### config.mk
export PLATFORM = sky130hd
export DESIGN_NAME = fnd_scan_sequencer_flat
export DESIGN_NICKNAME = d
export VERILOG_FILES = /design/src/rtl/fnd_scan_sequencer_if.sv /design/src/rtl/fnd_scan_sequencer.sv /design/src/flat_wrapper.sv
export SDC_FILE = /design/constraint.sdc
export NUM_CORES = 1
export LEC_CHECK = 0
export BUFFER_PORTS_ARGS = -buffer_cell sky130_fd_sc_hd__buf_2
export CAP_MARGIN = 5
export CORE_MARGIN = 1
export CORE_UTILIZATION = 50
export CTS_BUF_LIST = sky130_fd_sc_hd__clkbuf_4
export DETAILED_ROUTE_END_ITERATION = 10
export GPL_TIMING_DRIVEN = 0
export MAX_ROUTING_LAYER = met4
export PLACE_DENSITY = 0.7
export SETUP_SLACK_MARGIN = 0.1
export SYNTH_ARGS = -nofsm -noshare
export SYNTH_HDL_FRONTEND = slang
export SYNTH_SLANG_ARGS = --single-unit
export TNS_END_PERCENT = 5
### constraint.sdc
create_clock -name PCLK -period 3.8 [get_ports PCLK]
set_clock_uncertainty 0.05 [all_clocks]
set_input_delay 0.57 -clock PCLK [delete_from_list [all_inputs] [get_ports PCLK]]
set_output_delay 0.57 -clock PCLK [all_outputs]
set_load 0.01 [all_outputs]
### src/rtl/fnd_scan_sequencer_if.sv
// -----------------------------------------------------------------------------
// fnd_scan_sequencer_if
// APB bus bundle for the FND scan sequencer register block.
//   PADDR   [3:0]  register select (PADDR[3:2] = word index)
//   PSEL, PENABLE, PWRITE  APB control
//   PWDATA  [31:0] write data
//   PRDATA  [31:0] read data (slave driven)
//   PREADY         transfer complete (slave driven)
// Modports: master (bus initiator), slave (register block).
// -----------------------------------------------------------------------------
interface fnd_scan_sequencer_if;
    logic [3:0]  PADDR;
    logic        PSEL;
    logic        PENABLE;
    logic        PWRITE;
    logic [31:0] PWDATA;
    logic [31:0] PRDATA;
    logic        PREADY;

    modport master (
        output PADDR, PSEL, PENABLE, PWRITE, PWDATA,
        input  PRDATA, PREADY
    );

    modport slave (
        input  PADDR, PSEL, PENABLE, PWRITE, PWDATA,
        output PRDATA, PREADY
    );
endinterface

### src/rtl/fnd_scan_sequencer.sv
// -----------------------------------------------------------------------------
// fnd_scan_sequencer
// APB-programmable scan scheduler for the 4-digit FND display. Time-multiplexes
// the shared segment bus across four digits with a programmable dwell (PRE),
// a fixed dead-time gap between digits, per-digit enable and frame-based blink.
//
// Ports:
//   PCLK        system / APB clock
//   PRESET      asynchronous active-high reset
//   apb         APB slave (SCR 0x0, SPR 0x4, SBR 0x8, SSR 0xC read-only)
//   seg_sel     digit currently owning the segment bus (0..3)
//   scan_comm   active-low digit commons, at most one bit low
//   frame_tick  one-cycle pulse on the first DRIVE cycle of each new frame
// -----------------------------------------------------------------------------
module fnd_scan_sequencer #(
    parameter int          GAP_CYCLES = 16,
    parameter logic [15:0] PRE_RESET  = 16'd49999
) (
    input  logic                  PCLK,
    input  logic                  PRESET,
    fnd_scan_sequencer_if.slave   apb,
    output logic [1:0]            seg_sel,
    output logic [3:0]            scan_comm,
    output logic                  frame_tick
);

    typedef enum logic [1:0] {
        ST_IDLE  = 2'd0,
        ST_DRIVE = 2'd1,
        ST_GAP   = 2'd2
    } state_t;

    localparam int            GW       = (GAP_CYCLES > 1) ? $clog2(GAP_CYCLES) : 1;
    localparam logic [GW-1:0] GAP_LAST = GW'((GAP_CYCLES > 0) ? GAP_CYCLES - 1 : 0);

    // Programmable registers
    logic        en;
    logic        blink_en;
    logic [3:0]  dmask;
    logic [15:0] pre;
    logic [7:0]  blink_half;
    logic        pready_q;
    logic [31:0] prdata_c;

    // Scan state
    state_t      state, state_n;
    logic [1:0]  seg_sel_n;
    logic [15:0] dwell_cnt, dwell_n;
    logic [GW-1:0] gap_cnt, gap_n;
    logic [7:0]  frame_cnt, frame_n;
    logic [7:0]  blink_cnt, blink_cnt_n;
    logic        blink_vis, blink_vis_n;
    logic        tick_n;
    logic [3:0]  comm_n;
    logic        advance;
    logic        blink_on;
    logic [7:0]  blink_inc;

    logic wr_en;
    logic rd_en;

    assign wr_en = apb.PSEL & apb.PENABLE & apb.PWRITE;
    assign rd_en = apb.PSEL & apb.PENABLE & ~apb.PWRITE;

    // Address/data bits with no register behind them.
    logic unused_bus_bits;
    assign unused_bus_bits = ^{apb.PADDR[1:0], apb.PWDATA[31:16]};

    // ---------------- APB register block ----------------
    always_ff @(posedge PCLK or posedge PRESET) begin
        if (PRESET) begin
            en         <= 1'b0;
            blink_en   <= 1'b0;
            dmask      <= 4'hF;
            pre        <= PRE_RESET;
            blink_half <= 8'd250;
            pready_q   <= 1'b0;
        end else begin
            pready_q <= apb.PSEL & apb.PENABLE;
            if (wr_en) begin
                case (apb.PADDR[3:2])
                    2'd0: begin
                        en       <= apb.PWDATA[0];
                        blink_en <= apb.PWDATA[1];
                        dmask    <= apb.PWDATA[7:4];
                    end
                    2'd1:    pre        <= apb.PWDATA[15:0];
                    2'd2:    blink_half <= apb.PWDATA[7:0];
                    default: ;  // SSR is read-only
                endcase
            end
        end
    end

    assign apb.PREADY = pready_q;

    always_comb begin
        prdata_c = 32'd0;
        if (rd_en) begin
            case (apb.PADDR[3:2])
                2'd0:    prdata_c = {24'd0, dmask, 2'b00, blink_en, en};
                2'd1:    prdata_c = {16'd0, pre};
                2'd2:    prdata_c = {24'd0, blink_half};
                default: prdata_c = {16'd0, frame_cnt, 3'b000, blink_vis, 2'(state), seg_sel};
            endcase
        end
    end

    assign apb.PRDATA = prdata_c;

    // ---------------- Scan FSM: next state ----------------
    always_comb begin
        state_n     = state;
        seg_sel_n   = seg_sel;
        dwell_n     = dwell_cnt;
        gap_n       = gap_cnt;
        frame_n     = frame_cnt;
        blink_cnt_n = blink_cnt;
        blink_vis_n = blink_vis;
        tick_n      = 1'b0;
        advance     = 1'b0;
        comm_n      = 4'hF;
        blink_on    = blink_en && (blink_half != 8'd0);
        blink_inc   = blink_cnt + 8'd1;

        if (!en) begin
            state_n     = ST_IDLE;
            seg_sel_n   = 2'd0;
            dwell_n     = 16'd0;
            gap_n       = '0;
            frame_n     = 8'd0;
            blink_cnt_n = 8'd0;
            blink_vis_n = 1'b1;
        end else begin
            case (state)
                ST_IDLE: state_n = ST_DRIVE;
                ST_DRIVE: begin
                    // >= rather than == so a PRE shrunk below the running
                    // count ends the dwell on the next edge.
                    if (dwell_cnt >= pre) begin
                        if (GAP_CYCLES == 0) begin
                            advance = 1'b1;
                        end else begin
                            state_n = ST_GAP;
                            gap_n   = '0;
                        end
                    end else begin
                        dwell_n = dwell_cnt + 16'd1;
                    end
                end
                ST_GAP: begin
                    if (gap_cnt >= GAP_LAST) begin
                        advance = 1'b1;
                    end else begin
                        gap_n = gap_cnt + GW'(1);
                    end
                end
                default: state_n = ST_IDLE;
            endcase
        end

        if (advance) begin
            state_n   = ST_DRIVE;
            seg_sel_n = seg_sel + 2'd1;
            dwell_n   = 16'd0;
            gap_n     = '0;
            // Wrapping 3->0 closes a frame.
            if (seg_sel == 2'd3) begin
                tick_n  = 1'b1;
                frame_n = frame_cnt + 8'd1;
                if (blink_on) begin
                    if (blink_inc >= blink_half) begin
                        blink_vis_n = ~blink_vis;
                        blink_cnt_n = 8'd0;
                    end else begin
                        blink_cnt_n = blink_inc;
                    end
                end
            end
        end

        if (!blink_on) begin
            blink_vis_n = 1'b1;
            blink_cnt_n = 8'd0;
        end

        // Commons are registered from next-state values so they line up with
        // the state register; masked digits still occupy their slot.
        if ((state_n == ST_DRIVE) && dmask[seg_sel_n] && blink_vis_n) begin
            comm_n[seg_sel_n] = 1'b0;
        end
    end

    // ---------------- Scan FSM: state register ----------------
    always_ff @(posedge PCLK or posedge PRESET) begin
        if (PRESET) begin
            state      <= ST_IDLE;
            seg_sel    <= 2'd0;
            dwell_cnt  <= 16'd0;
            gap_cnt    <= '0;
            frame_cnt  <= 8'd0;
            blink_cnt  <= 8'd0;
            blink_vis  <= 1'b1;
            frame_tick <= 1'b0;
            scan_comm  <= 4'hF;
        end else begin
            state      <= state_n;
            seg_sel    <= seg_sel_n;
            dwell_cnt  <= dwell_n;
            gap_cnt    <= gap_n;
            frame_cnt  <= frame_n;
            blink_cnt  <= blink_cnt_n;
            blink_vis  <= blink_vis_n;
            frame_tick <= tick_n;
            scan_comm  <= comm_n;
        end
    end

endmodule

### src/flat_wrapper.sv
// flat-port wrapper written by rule: the top's interface ports become plain ports
module fnd_scan_sequencer_flat 
#(
    parameter int          GAP_CYCLES = 16,
    parameter logic [15:0] PRE_RESET  = 16'd49999
)
  (PCLK, PRESET, seg_sel, scan_comm, frame_tick, apb_PADDR, apb_PSEL, apb_PENABLE, apb_PWRITE, apb_PWDATA, apb_PRDATA, apb_PREADY);
  fnd_scan_sequencer_if apb_i ();
  input  logic PCLK;
  input  logic PRESET;
  output logic [1:0] seg_sel;
  output logic [3:0] scan_comm;
  output logic frame_tick;
  input wire logic [$bits(apb_i.PADDR)-1:0] apb_PADDR;
  input wire logic [$bits(apb_i.PSEL)-1:0] apb_PSEL;
  input wire logic [$bits(apb_i.PENABLE)-1:0] apb_PENABLE;
  input wire logic [$bits(apb_i.PWRITE)-1:0] apb_PWRITE;
  input wire logic [$bits(apb_i.PWDATA)-1:0] apb_PWDATA;
  output wire logic [$bits(apb_i.PRDATA)-1:0] apb_PRDATA;
  output wire logic [$bits(apb_i.PREADY)-1:0] apb_PREADY;
  assign apb_i.PADDR = apb_PADDR;
  assign apb_i.PSEL = apb_PSEL;
  assign apb_i.PENABLE = apb_PENABLE;
  assign apb_i.PWRITE = apb_PWRITE;
  assign apb_i.PWDATA = apb_PWDATA;
  assign apb_PRDATA = apb_i.PRDATA;
  assign apb_PREADY = apb_i.PREADY;
  fnd_scan_sequencer #(.GAP_CYCLES(GAP_CYCLES), .PRE_RESET(PRE_RESET)) u_core (.PCLK(PCLK), .PRESET(PRESET), .apb(apb_i), .seg_sel(seg_sel), .scan_comm(scan_comm), .frame_tick(frame_tick));
endmodule
**After elaboration in Yosys (flattened, before gate mapping)**

Index checks and enable logic that the tools add are counted.

- Add/sub/neg operators: 5
- Multiply operators: 0
- Divide/modulo/power cells: 0
- Order comparisons: 5
- Equality and inequality tests: 11
- Shift-type cells: 0
- Muxes and demuxes: 40
- Bitwise gates (word level): 6
- Reduce and logical (&&, ||, !) cells: 12

Operator list:

| cell | number |
|---|---|
| 2-to-1 mux 16 bit | 4 |
| 2-to-1 mux 8 bit | 8 |
| one-hot mux 16 bit (3 select lines) | 1 |
| 2-to-1 mux 32 bit | 1 |
| 2-to-1 mux 4 bit | 5 |
| adder 16 x 1 -> 16 bit, second input constant | 1 |
| adder 8 x 1 -> 8 bit, second input constant | 2 |
| >= comparator 16 bit | 1 |
| 2-to-1 mux 1 bit | 12 |
| inequality test 4 bit, second input constant | 3 |
| 2-to-1 mux 2 bit | 5 |
| >= comparator 8 bit | 1 |
| one-hot mux 4 bit (2 select lines) | 1 |
| AND reduction 2 bit | 4 |
| nonzero test 8 bit | 1 |
| equality test 2 x 1 -> 1 bit, second input constant | 3 |
| equality test 2 bit, second input constant | 3 |
| inequality test 3 bit, second input constant | 2 |
| one-hot mux 2 bit (3 select lines) | 1 |
| adder 4 x 1 -> 4 bit, second input constant | 1 |
| >= comparator 4 bit, second input constant | 1 |
| logical AND 1 bit | 4 |
| zero test 2 bit | 2 |
| inverter 4 bit | 1 |
| 8 further kinds | 11 |

- Register bits after elaboration: 77
- Bits in latches: 0
- RAM bits: 0
- Bits in read-only memories: 0
- Input port bits: 41
- Output and inout bits: 40
- Logic and storage cells: 94
- Memories: 0

**Depth between registers and ports, before layout**

- Depth in word-level cells: 11
- Gate-level depth with buffers: 11
- Gate-level depth less buffers: 11

**Least setup slack after synthesis**

Ideal clock, no wire load.

- Path kind: register -> register
- From: register u_core.blink_cnt[0]
- To: register u_core.scan_comm[0]
- Setup time: 0.066 ns
- Data arrival time: 2.720 ns
- Data required time: 3.684 ns
- Path slack: 0.964 ns
- Cell stages (with the launch flop): 12
- Buffers on the path: 0
- Period minus slack after synthesis: 2.836 ns
- Path through: dfrtp_1 ha_1 nand3_1 and2_1 or2_2 ha_1 a211o_1 a211oi_1 o21ai_0 a2111oi_0 nor2_1 nand4_1

- Cells in the longest elaborated chain, start to end: 8

Ends and longest elaborated chain:

| item | RTL line | source |
|---|---|---|
| start, declared | fnd_scan_sequencer.sv:51 | `logic [7:0] blink_cnt, blink_cnt_n;` |
| start signal, assigned | fnd_scan_sequencer.sv:212 | `blink_cnt <= blink_cnt_n;` |
| adder 8 x 1 -> 8 bit | fnd_scan_sequencer.sv:124 | `blink_inc = blink_cnt + 8'd1;` |
| >= comparator 8 bit | fnd_scan_sequencer.sv:172 | `if (blink_inc >= blink_half) begin` |
| 2-to-1 mux 1 bit | fnd_scan_sequencer.sv:172 |  |
| 2-to-1 mux 1 bit | fnd_scan_sequencer.sv:168 | `if (seg_sel == 2'd3) begin` |
| 2-to-1 mux 1 bit | fnd_scan_sequencer.sv:162 | `if (advance) begin` |
| 2-to-1 mux 1 bit | fnd_scan_sequencer.sv:182 | `if (!blink_on) begin` |
| net u_core.blink_vis_n | fnd_scan_sequencer.sv:52 | `logic blink_vis, blink_vis_n;` |
| logical AND 1 bit | fnd_scan_sequencer.sv:189 | `if ((state_n == ST_DRIVE) && dmask[seg_sel_n] && blink_vis_n) begin` |
| 2-to-1 mux 4 bit | fnd_scan_sequencer.sv:189 |  |
| net u_core.comm_n[0] | fnd_scan_sequencer.sv:54 | `logic [3:0] comm_n;` |
| end signal, assigned | fnd_scan_sequencer.sv:215 | `scan_comm <= comm_n;` |
| end, declared | fnd_scan_sequencer.sv:23 | `output logic [3:0] scan_comm,` |

The timed path passes the listed nets, and every way through them passes these cells.
A chain may end at the register's enable or synchronous reset.

**Final worst setup path**

Same ends and word-level chain as after synthesis.

==> results.txt <==
status: finished, final reports clean
routed via count: 3,846
Remaining DRCs: 0
Gate Count Post-Synth: 510
startpoint types: flip-flop
Synth Flop Type: dfrtp_1
Worst Slack Setup Final: 0.6470 ns
Slew Viols, Final: 0
Max Buffers Root-to-Sink: 2
Synth-to-Final Area Change: 12.49%
Slew HR: 51.42%
Initial DRC Count: 179
fin area: 0.005298 mm2
WP data required: 4.14 ns
post-place setup slack: 0.6545 ns
initial antenna violation count: 0
IO Count: 81
share of cells above drive strength 1: 21.94%
die width: 99.05 um
top cell type by total area after synthesis: dfrtp_1
warnings from Yosys: 0
RSZ-0062 raised after global routing: false
Area contributors post-synth: dfrtp_1 28%, dfstp_2 13%, ha_1 8.8%
Worst Tran Pin Value: 0.7287 ns
number of fillers in the final layout: 853
placement row count: 35
FF-to-FF path depth: 11
Post-Syn Area: 0.004710 mm2
Die Footprint: 0.009811 mm2
DP Area: 0.005160 mm2
Net count, final: 657
CP Max Fanout: 4
sequential share of the synthesized area: 41.55%
GP Congestion: 0.8359
endpoints failing setup: 0
CTS Buf Count: 9
port bufs: 45
fmax: 317.2 MHz
Worst-path clk slew: 0.16 ns
async set or reset register ratio after synthesis: 100.0%
clk sink count: 77
Core ar.: 0.009196 mm2
die span in y: 99.05 um
Mapped Avg Cell Area: 9.234 um2
Worst Setup End Kind: flip-flop
Starting Density: 51.21%
synthesis-stage register bit count: 77
Worst Setup Path Type: reg2reg
EDFF count, synth: 0
leakage: 2.485 nW
DR WL/cell: 15.24 um
CTS root buffer: clkbuf_4
largest net degree at the start of global routing: 62
top-count cell post-synth: nand2_1
setup TNS: 0 ns
Hold Path Class: in2reg
min Tclk post-route: 3.153 ns
number of iterations in the first detailed-routing pass: 5
Max rail drop VDD: 0.1950 mV
Crit. Startpoint: u_core.blink_cnt[0]
vias per inst: 5.502
RR Endpoint: u_core.scan_comm[0]
first-pass GRT wire length: 17,500 um
Antenna Cells: 0
routed wire length: 10,660 um
CTS tree: done
most instantiated cells after synthesis: 56 x nand2_1, 53 x dfrtp_1, 51 x nor2_1, 40 x o21ai_0, 36 x inv_1
power per cell area: 378.9 mW/mm2
number of library cell types mapped by synthesis: 53
GRT overflow: 0
Global Route Usage Sum: 23.65%
final hold vios: 0
Tot Pwr: 0.002008 W
worst flop-to-flop path startpoint: u_core.blink_cnt[0]
crit path DAT: 3.49 ns
top-area cell type share of the netlist area: 28.16%
Detailed Place HPWL: 8113 um
max cap viols: 0
Routed Antenna Nets: 0
htree depth: 3
vias in the first global route: 3,541
post_cts resized: 0
Tcrit/Tclk final: 82.97%
clk_lat worst skew: 0.44 ns
setup slack, reg-to-reg: 0.65 ns
CP Capture Point: u_core.scan_comm[0]
[flip-flops by register name, summed over array words and instances (netlist names)]
| signal | cells |
|---|---|
| u_core.frame_cnt | 8 |
| u_core.pre | 16 |
| u_core.blink_half | 8 |
| u_core.blink_vis | 1 |
| u_core.blink_cnt | 8 |
| u_core.dwell_cnt | 16 |
| u_core.frame_tick | 1 |
| u_core.dmask | 4 |
| u_core.en | 1 |
| u_core.blink_en | 1 |
| u_core.seg_sel | 2 |
| u_core.scan_comm | 4 |
| u_core.gap_cnt | 4 |
| u_core.apb.PREADY | 1 |
| u_core.state | 2 |
[critical path, cell delays in order, from the launching register on]
cell,delay [ns]
dfrtp_1,0.44
ha_1,0.20
nand3_1,0.12
and2_1,0.19
or2_2,0.29
ha_1,0.28
a211o_1,0.31
a211oi_1,0.20
o21ai_0,0.15
a2111oi_0,0.58
nor2_1,0.17
nand4_1,0.13
[kinds of logic after synthesis]
family | count (synthesis) | share of synthesized area [%]
and+or+nand+nor | 189 | 19.77
AOI/OAI and AO/OA | 99 | 12.99
DFF | 77 | 41.55
buffers and inverters | 67 | 6.801
adders and majority gates | 33 | 8.767
muxes | 31 | 7.625
xor gates and xnor gates | 13 | 2.418
other | 1 | 0.07963
[cell type report]
type | count | area (um2) | share of cell area (%)
Clock inverter | 7 | 60.06 | 1.134
Tap cell | 111 | 138.9 | 2.622
Clock buffer | 9 | 67.56 | 1.275
Timing Repair Buffer | 47 | 262.8 | 4.960
Buffer | 31 | 185.2 | 3.496
Multi-Input combinational cell | 381 | 2489 | 46.98
Inverter | 36 | 137.6 | 2.598
Sequential cell | 77 | 1957 | 36.94
[layout by cell type, fill, tap and decap left out, types with 4 or more instances in the layout]
cell,netlist,final
a22oi_1,5,5
a21oi_1,23,23
o21ai_0,40,40
nand4_1,11,11
ha_1,33,33
nand2_1,56,56
buf_4,16,16
and2_1,6,6
dfrtp_1,53,53
inv_1,36,35
or4_1,11,11
a211oi_1,4,4
clkbuf_1,11,11
and3_1,4,4
conb_1,1,16
clkbuf_4,0,9
or2_2,4,4
dfstp_2,24,24
xor2_1,6,6
nor3_1,8,8
nand3_1,14,14
mux2_2,9,9
o31ai_1,7,7
xnor2_1,7,7
mux2i_1,19,19
nor2_1,51,51
nor2b_1,10,10
buf_2,1,46
[report_power, final]
part	switching [W]	total (W)	leakage [nW]	internal, W
logic	0.000307	0.000509	1.46	0.000202
clock network	0.000333	0.000476	0.0607	0.000143
registers	0.0000782	0.00102	0.969	0.000945
[routing by layer]
layer / global-route usage (%) / share of wire, %
met3: 4.681 / 5.2
met5: - / 0
met2: 37.33 / 47
met1: 31.41 / 46
met4: 5.995 / 1.3
[worst min path at each step]
stage / cells after the start / slack (ns) / start / end
global route: 3 / 0.27 / apb_PWDATA[3] / u_core.pre[3]
floorplan: 2 / 0.43 / u_core.pre[1] / u_core.pre[1]
CTS: 3 / 0.27 / apb_PWDATA[14] / u_core.pre[14]
finish: 3 / 0.29 / apb_PWDATA[14] / u_core.pre[14]
detailed placement: 2 / 0.47 / u_core.blink_half[5] / u_core.blink_half[5]
global placement: 2 / 0.47 / u_core.pre[15] / u_core.pre[15]
[through the flow]
step                util, %  std cells  hold slack (ns)
global route          57.61        699           0.2729
floorplan                 -        525           0.4348
global placement      55.78        681           0.4691
finish                57.61        699           0.2868
detailed placement    56.11        682           0.4673
CTS                   57.61        699           0.2684
[repair_timing]
action                    in CTS  in global routing
hold buffers                   1                  0
buffers inserted               0                  0
hold endpoints to repair      11                  0
Note: power is estimated with default switching activity, not from simulation.
